## src/rtl/multu_seq_unit.sv

```systemverilog
// Iterative unsigned WIDTH x WIDTH multiplier with HI/LO result registers. It computes
// one shift-add step per clock and holds the pipeline through busy until HI/LO are valid.
module multu_seq_unit #(
    parameter int WIDTH = 32
) (
    input  logic             clk,
    input  logic             rst,
    input  logic             start,
    input  logic [WIDTH-1:0] dataA,
    input  logic [WIDTH-1:0] dataB,
    output logic             busy,
    output logic             done,
    output logic [WIDTH-1:0] hi_out,
    output logic [WIDTH-1:0] lo_out,
    output logic [1:0]       dbg_state_o
);

    localparam int CW = $clog2(WIDTH + 1);

    typedef enum logic [1:0] {
        ST_IDLE = 2'd0,
        ST_RUN  = 2'd1,
        ST_DONE = 2'd2
    } state_e;

    state_e           state_q, state_d;
    logic [WIDTH-1:0] mcand_q, mcand_d;
    logic [WIDTH:0]   acc_q, acc_d;
    logic [WIDTH-1:0] prod_lo_q, prod_lo_d;
    logic [CW-1:0]    cnt_q, cnt_d;
    logic [WIDTH-1:0] hi_q, hi_d;
    logic [WIDTH-1:0] lo_q, lo_d;

    logic [WIDTH:0]   sum;
    logic [2*WIDTH:0] step;
    logic             accept;

    // Handshake: start is sampled on the rising edge and is accepted only in IDLE or DONE.
    // busy is high for the WIDTH RUN cycles. done pulses for one cycle with HI/LO already valid.
    // Both outputs decode the state register only, so start has no combinational path to them.
    always_comb begin
        state_d   = state_q;
        mcand_d   = mcand_q;
        acc_d     = acc_q;
        prod_lo_d = prod_lo_q;
        cnt_d     = cnt_q;
        hi_d      = hi_q;
        lo_d      = lo_q;

        sum    = prod_lo_q[0] ? (acc_q + {1'b0, mcand_q}) : acc_q;
        step   = {sum, prod_lo_q} >> 1;
        accept = start && ((state_q == ST_IDLE) || (state_q == ST_DONE));

        case (state_q)
            ST_RUN: begin
                acc_d     = step[2*WIDTH:WIDTH];
                prod_lo_d = step[WIDTH-1:0];
                cnt_d     = cnt_q - CW'(1);
                if (cnt_q == CW'(1)) begin
                    hi_d    = step[2*WIDTH-1:WIDTH];
                    lo_d    = step[WIDTH-1:0];
                    state_d = ST_DONE;
                end
            end
            ST_DONE: begin
                state_d = ST_IDLE;
            end
            default: begin
                state_d = ST_IDLE;
            end
        endcase

        // A DONE-cycle start reloads the operands directly, so back-to-back issue has no bubble.
        if (accept) begin
            mcand_d   = dataA;
            acc_d     = '0;
            prod_lo_d = dataB;
            cnt_d     = CW'(WIDTH);
            state_d   = ST_RUN;
        end
    end

    always_ff @(posedge clk or posedge rst) begin
        if (rst) begin
            state_q   <= ST_IDLE;
            mcand_q   <= '0;
            acc_q     <= '0;
            prod_lo_q <= '0;
            cnt_q     <= '0;
            hi_q      <= '0;
            lo_q      <= '0;
        end else begin
            state_q   <= state_d;
            mcand_q   <= mcand_d;
            acc_q     <= acc_d;
            prod_lo_q <= prod_lo_d;
            cnt_q     <= cnt_d;
            hi_q      <= hi_d;
            lo_q      <= lo_d;
        end
    end

    assign busy        = (state_q == ST_RUN);
    assign done        = (state_q == ST_DONE);
    assign hi_out      = hi_q;
    assign lo_out      = lo_q;
    assign dbg_state_o = state_q;

endmodule

```

## config.mk

```make
export PLATFORM = sky130hd
export DESIGN_NAME = multu_seq_unit
export DESIGN_NICKNAME = d
export VERILOG_FILES = /design/src/rtl/multu_seq_unit.sv
export SDC_FILE = /design/constraint.sdc
export NUM_CORES = 1
export LEC_CHECK = 0
export BUFFER_PORTS_ARGS = -buffer_cell sky130_fd_sc_hd__buf_2
export CAP_MARGIN = 15
export CORE_MARGIN = 3
export CORE_UTILIZATION = 40
export CTS_BUF_LIST = sky130_fd_sc_hd__clkbuf_8
export CTS_CLUSTER_SIZE = 30
export DETAILED_ROUTE_END_ITERATION = 6
export GPL_TIMING_DRIVEN = 0
export PLACE_DENSITY = 0.7
export SYNTH_ARGS = -nofsm -noshare
export SYNTH_HDL_FRONTEND = slang
export SYNTH_SLANG_ARGS = --single-unit
```

## constraint.sdc

```tcl
create_clock -name clk -period 7.8 [get_ports clk]
set_input_delay 1.56 -clock clk [delete_from_list [all_inputs] [get_ports clk]]
set_output_delay 1.56 -clock clk [all_outputs]
set_load 0.01 [all_outputs]
```

==> results.md <==
- Result of the run: complete, no violations
- Number of cells on the worst reg-to-reg path: 10
- Worst R2R Setup Slack: 4.27 ns
- Post-route core utilization: 48.6%
- Max-cap viol count: 0
- Total of warnings raised by yosys: 0
- Number of antenna cells inserted: 0
- Post-synth top area share: 49.0%
- Dominant cells by area after synthesis: dfrtp_1, nand2_1, ha_1
- Proportion of layout cells with a drive suffix above 1: 15.5%
- Final weighted congestion of routability-driven global placement: 0.938
- Fin. Hold Viols: 0
- Headroom to the max-slew limit: 33.4%
- Start of the worst register-to-register path: mcand_q[0]
- Number of storage elements in the synthesis netlist: 168
- Number of global-route vias before repair: 7354
- Maximum buffer depth of the clock tree: 2
- Initial drt markers: 510
- Post-Synthesis Cells: 980
- Net count, final: 1236
- Max H-tree Level: 4
- Period utilization: 51.9%
- Main flop type after synthesis: dfrtp_1
- Uppermost layer routed: met4
- Static Leakage: 5.12 nW
- Resized cells post-CTS: 0
- Length of the first detailed-routing pass in iterations: 6
- Hold Path Class: register to register
- Required time at the worst-slack endpoint: 6.24 ns
- Period minus WS final: 4.05 ns
- Library cell with the highest instance count after synthesis: nand2_1
- Least-Margin Pin Slew: 0.999 ns
- Clock root cell: clkbuf_8
- Highest fanout seen on the critical path: 10
- Worst setup startpoint: dbg_state_o[1]
- Fmax: 247 MHz
- Post-Synthesis Cell Area: 8580 µm²
- Post-cts hold buffer count: 0
- Finished Layout Cells: 1417
- Type of element launching the critical path: register
- Post-Syn Nets: 1082
- Overall routing resource usage: 19.9%
- Worst IR drop on VDD: 178 µV
- Crit. End Element: primary output
- Antenna-violating nets left: 0
- Area inside the core boundary: 20600 µm²
- Summed negative setup slack over all endpoints: 0 ns
- Most area-hungry cell type in the Yosys netlist: dfrtp_1
- Syn Area/Cell: 8.76 µm²
- Wire length the detailed router placed on met1: 11000 µm
- Clock Latency Late Sink: 0.45 ns
- Routed vias: 7547
- Total detailed-routing wirelength: 23600 µm
- Post-route DRC: 0
- Placed Cells: 1385
- Arrival time at the worst endpoint: 2.49 ns
- Initial antenna violation count: 0
- Count of distinct cell types in the synthesized netlist: 60
- Overflow after GRT: 0
- Effective utilization at floorplan: 41.6%
- Post-detailed-placement half-perimeter wirelength: 17100 µm
- Sequential fraction of the synthesis area: 49.0%
- Standard-cell row count: 52
- Number of cells traversed by the worst hold path: 2
- Power density relative to cell area: 296 nW/µm²
- Setup Fix Bufs, Post-CTS: 0
- Per-cell routed wire length: 16.6 µm
- Vias per std cell: 5.33
- Port Buffer Count: 134
- Most common library cells after synthesis: nand2_1, dfrtp_1, o21ai_0
- Vert. Die Dim: 152 µm
- RSZ-0062 raised after global routing: no
- Worst Clk Skew: 0.0152 ns
- Wire length of the first global-routing pass: 38000 µm
- P&R area growth vs syn: 16.9%
- Worst Hold Endpoint: lo_out[4]
- Worst reg2reg endpoint: acc_q[29]
- Overall Power: 2.97 mW
- Max-slew violations: 0
- Detailed route wirelength on metal3: 1290 µm
- Clock tree from TritonCTS: done
- # clock sinks: 168
- Proportion of synthesized flip-flops having asynchronous set or reset: 100%
- I/O pin count: 135
- Post-CTS clock slew at the launch and capture registers of the worst setup and hold paths: 0.11 ns
- Kind of critical path: register to primary output
- Final setup violating endpoints: 0
- Area enclosed by the die boundary: 23200 µm²
- Overall die width: 152 µm
- Number of synthesized flops with an enable pin: 0
- Detailed route wirelength on metal2: 10600 µm
- Maximum number of pins on one net before global-route repair: 125
- Num CTS Buffers: 17
- Min-Delay Startpoint: lo_out[4]
[cell families (layout without fill, tap and decap cells)]
family	count (synthesis)	in the layout	share of synthesized area (%)
XOR/XNOR	20	20	2.04
buffers and inverters	71	238	3.12
adder cells (fa/ha/maj)	35	35	5.19
flip-flops	168	168	49.0
AO/OA/AOI/OAI	227	227	17.1
AND/OR/NAND/NOR	435	435	20.7
multiplexers	24	24	2.86
[per-stage QoR]
stage          setup slack (ns)  hold WS, ns  instance area, µm²
3_5_place_dp               4.28        0.457                9620
4_1_cts                    3.75        0.484               10000
3_3_place_gp             -0.267        0.456                9590
2_1_floorplan              1.69        0.452                8580
6_report                   3.75        0.478               10000
5_1_grt                    3.65        0.506               10000
[critical path, cell delays in order, from the launching register on]
cell and delay [ns]:
dfrtp_1 0.43, nand2b_1 0.17, inv_1 0.10, clkbuf_1 0.43
buf_1 0.64, buf_2 0.26
[report_power, final]
group / leakage [nW] / switching (mW) / internal (mW)
Clock: 0.206 / 0.387 / 0.245
Sequential: 2.16 / 0.145 / 1.05
Combinational: 2.75 / 0.683 / 0.457
[worst max-delay path by stage]
| stage | to | cells after the start |
|---|---|---|
| 2_1_floorplan | acc_q[0] | 1 |
| 3_3_place_gp | lo_out[5] | 2 |
| 6_report | busy | 5 |
| 3_5_place_dp | busy | 5 |
| 4_1_cts | busy | 5 |
| 5_1_grt | busy | 5 |
[sequential cells by signal, indices dropped and copies added (netlist names)]
| signal | flops |
|---|---|
| cnt_q | 6 |
| prod_lo_q | 32 |
| acc_q | 32 |
| lo_out | 32 |
| mcand_q | 32 |
| hi_out | 32 |
| dbg_state_o | 2 |
[final cells by class]
cell class	instances	area, µm²
Inverter	15	63.8
Timing Repair Buffer	135	698
Clock inverter	15	170
Buffer	56	211
Fill cell	2004	10600
Tap cell	270	338
Clock buffer	17	234
Sequential cell	168	4200
Multi-Input combinational cell	741	4110
[layout by cell type, fill, tap and decap left out, drive strengths merged, types with 7 or more instances in the layout]
| cell | instances |
|---|---|
| a21o | 13 |
| nand2b | 7 |
| xnor2 | 14 |
| dfrtp | 168 |
| clkinv | 7 |
| mux2i | 20 |
| nand3 | 23 |
| a31oi | 11 |
| a211oi | 10 |
| nor3 | 10 |
| clkbuf | 67 |
| a22oi | 31 |
| nand2 | 323 |
| buf | 141 |
| nor2 | 43 |
| o21ai | 70 |
| ha | 34 |
| inv | 23 |
| a21oi | 52 |
[metal layers]
| metal | up-vias | global-route usage (%) |
|---|---|---|
| li1 | 3671 | - |
| met1 | 3610 | 27.9 |
| met2 | 228 | 31.5 |
| met3 | 38 | 4.03 |
| met4 | 0 | 5.90 |
| met5 | - | 0 |
Power figures use the tool's default switching activity.
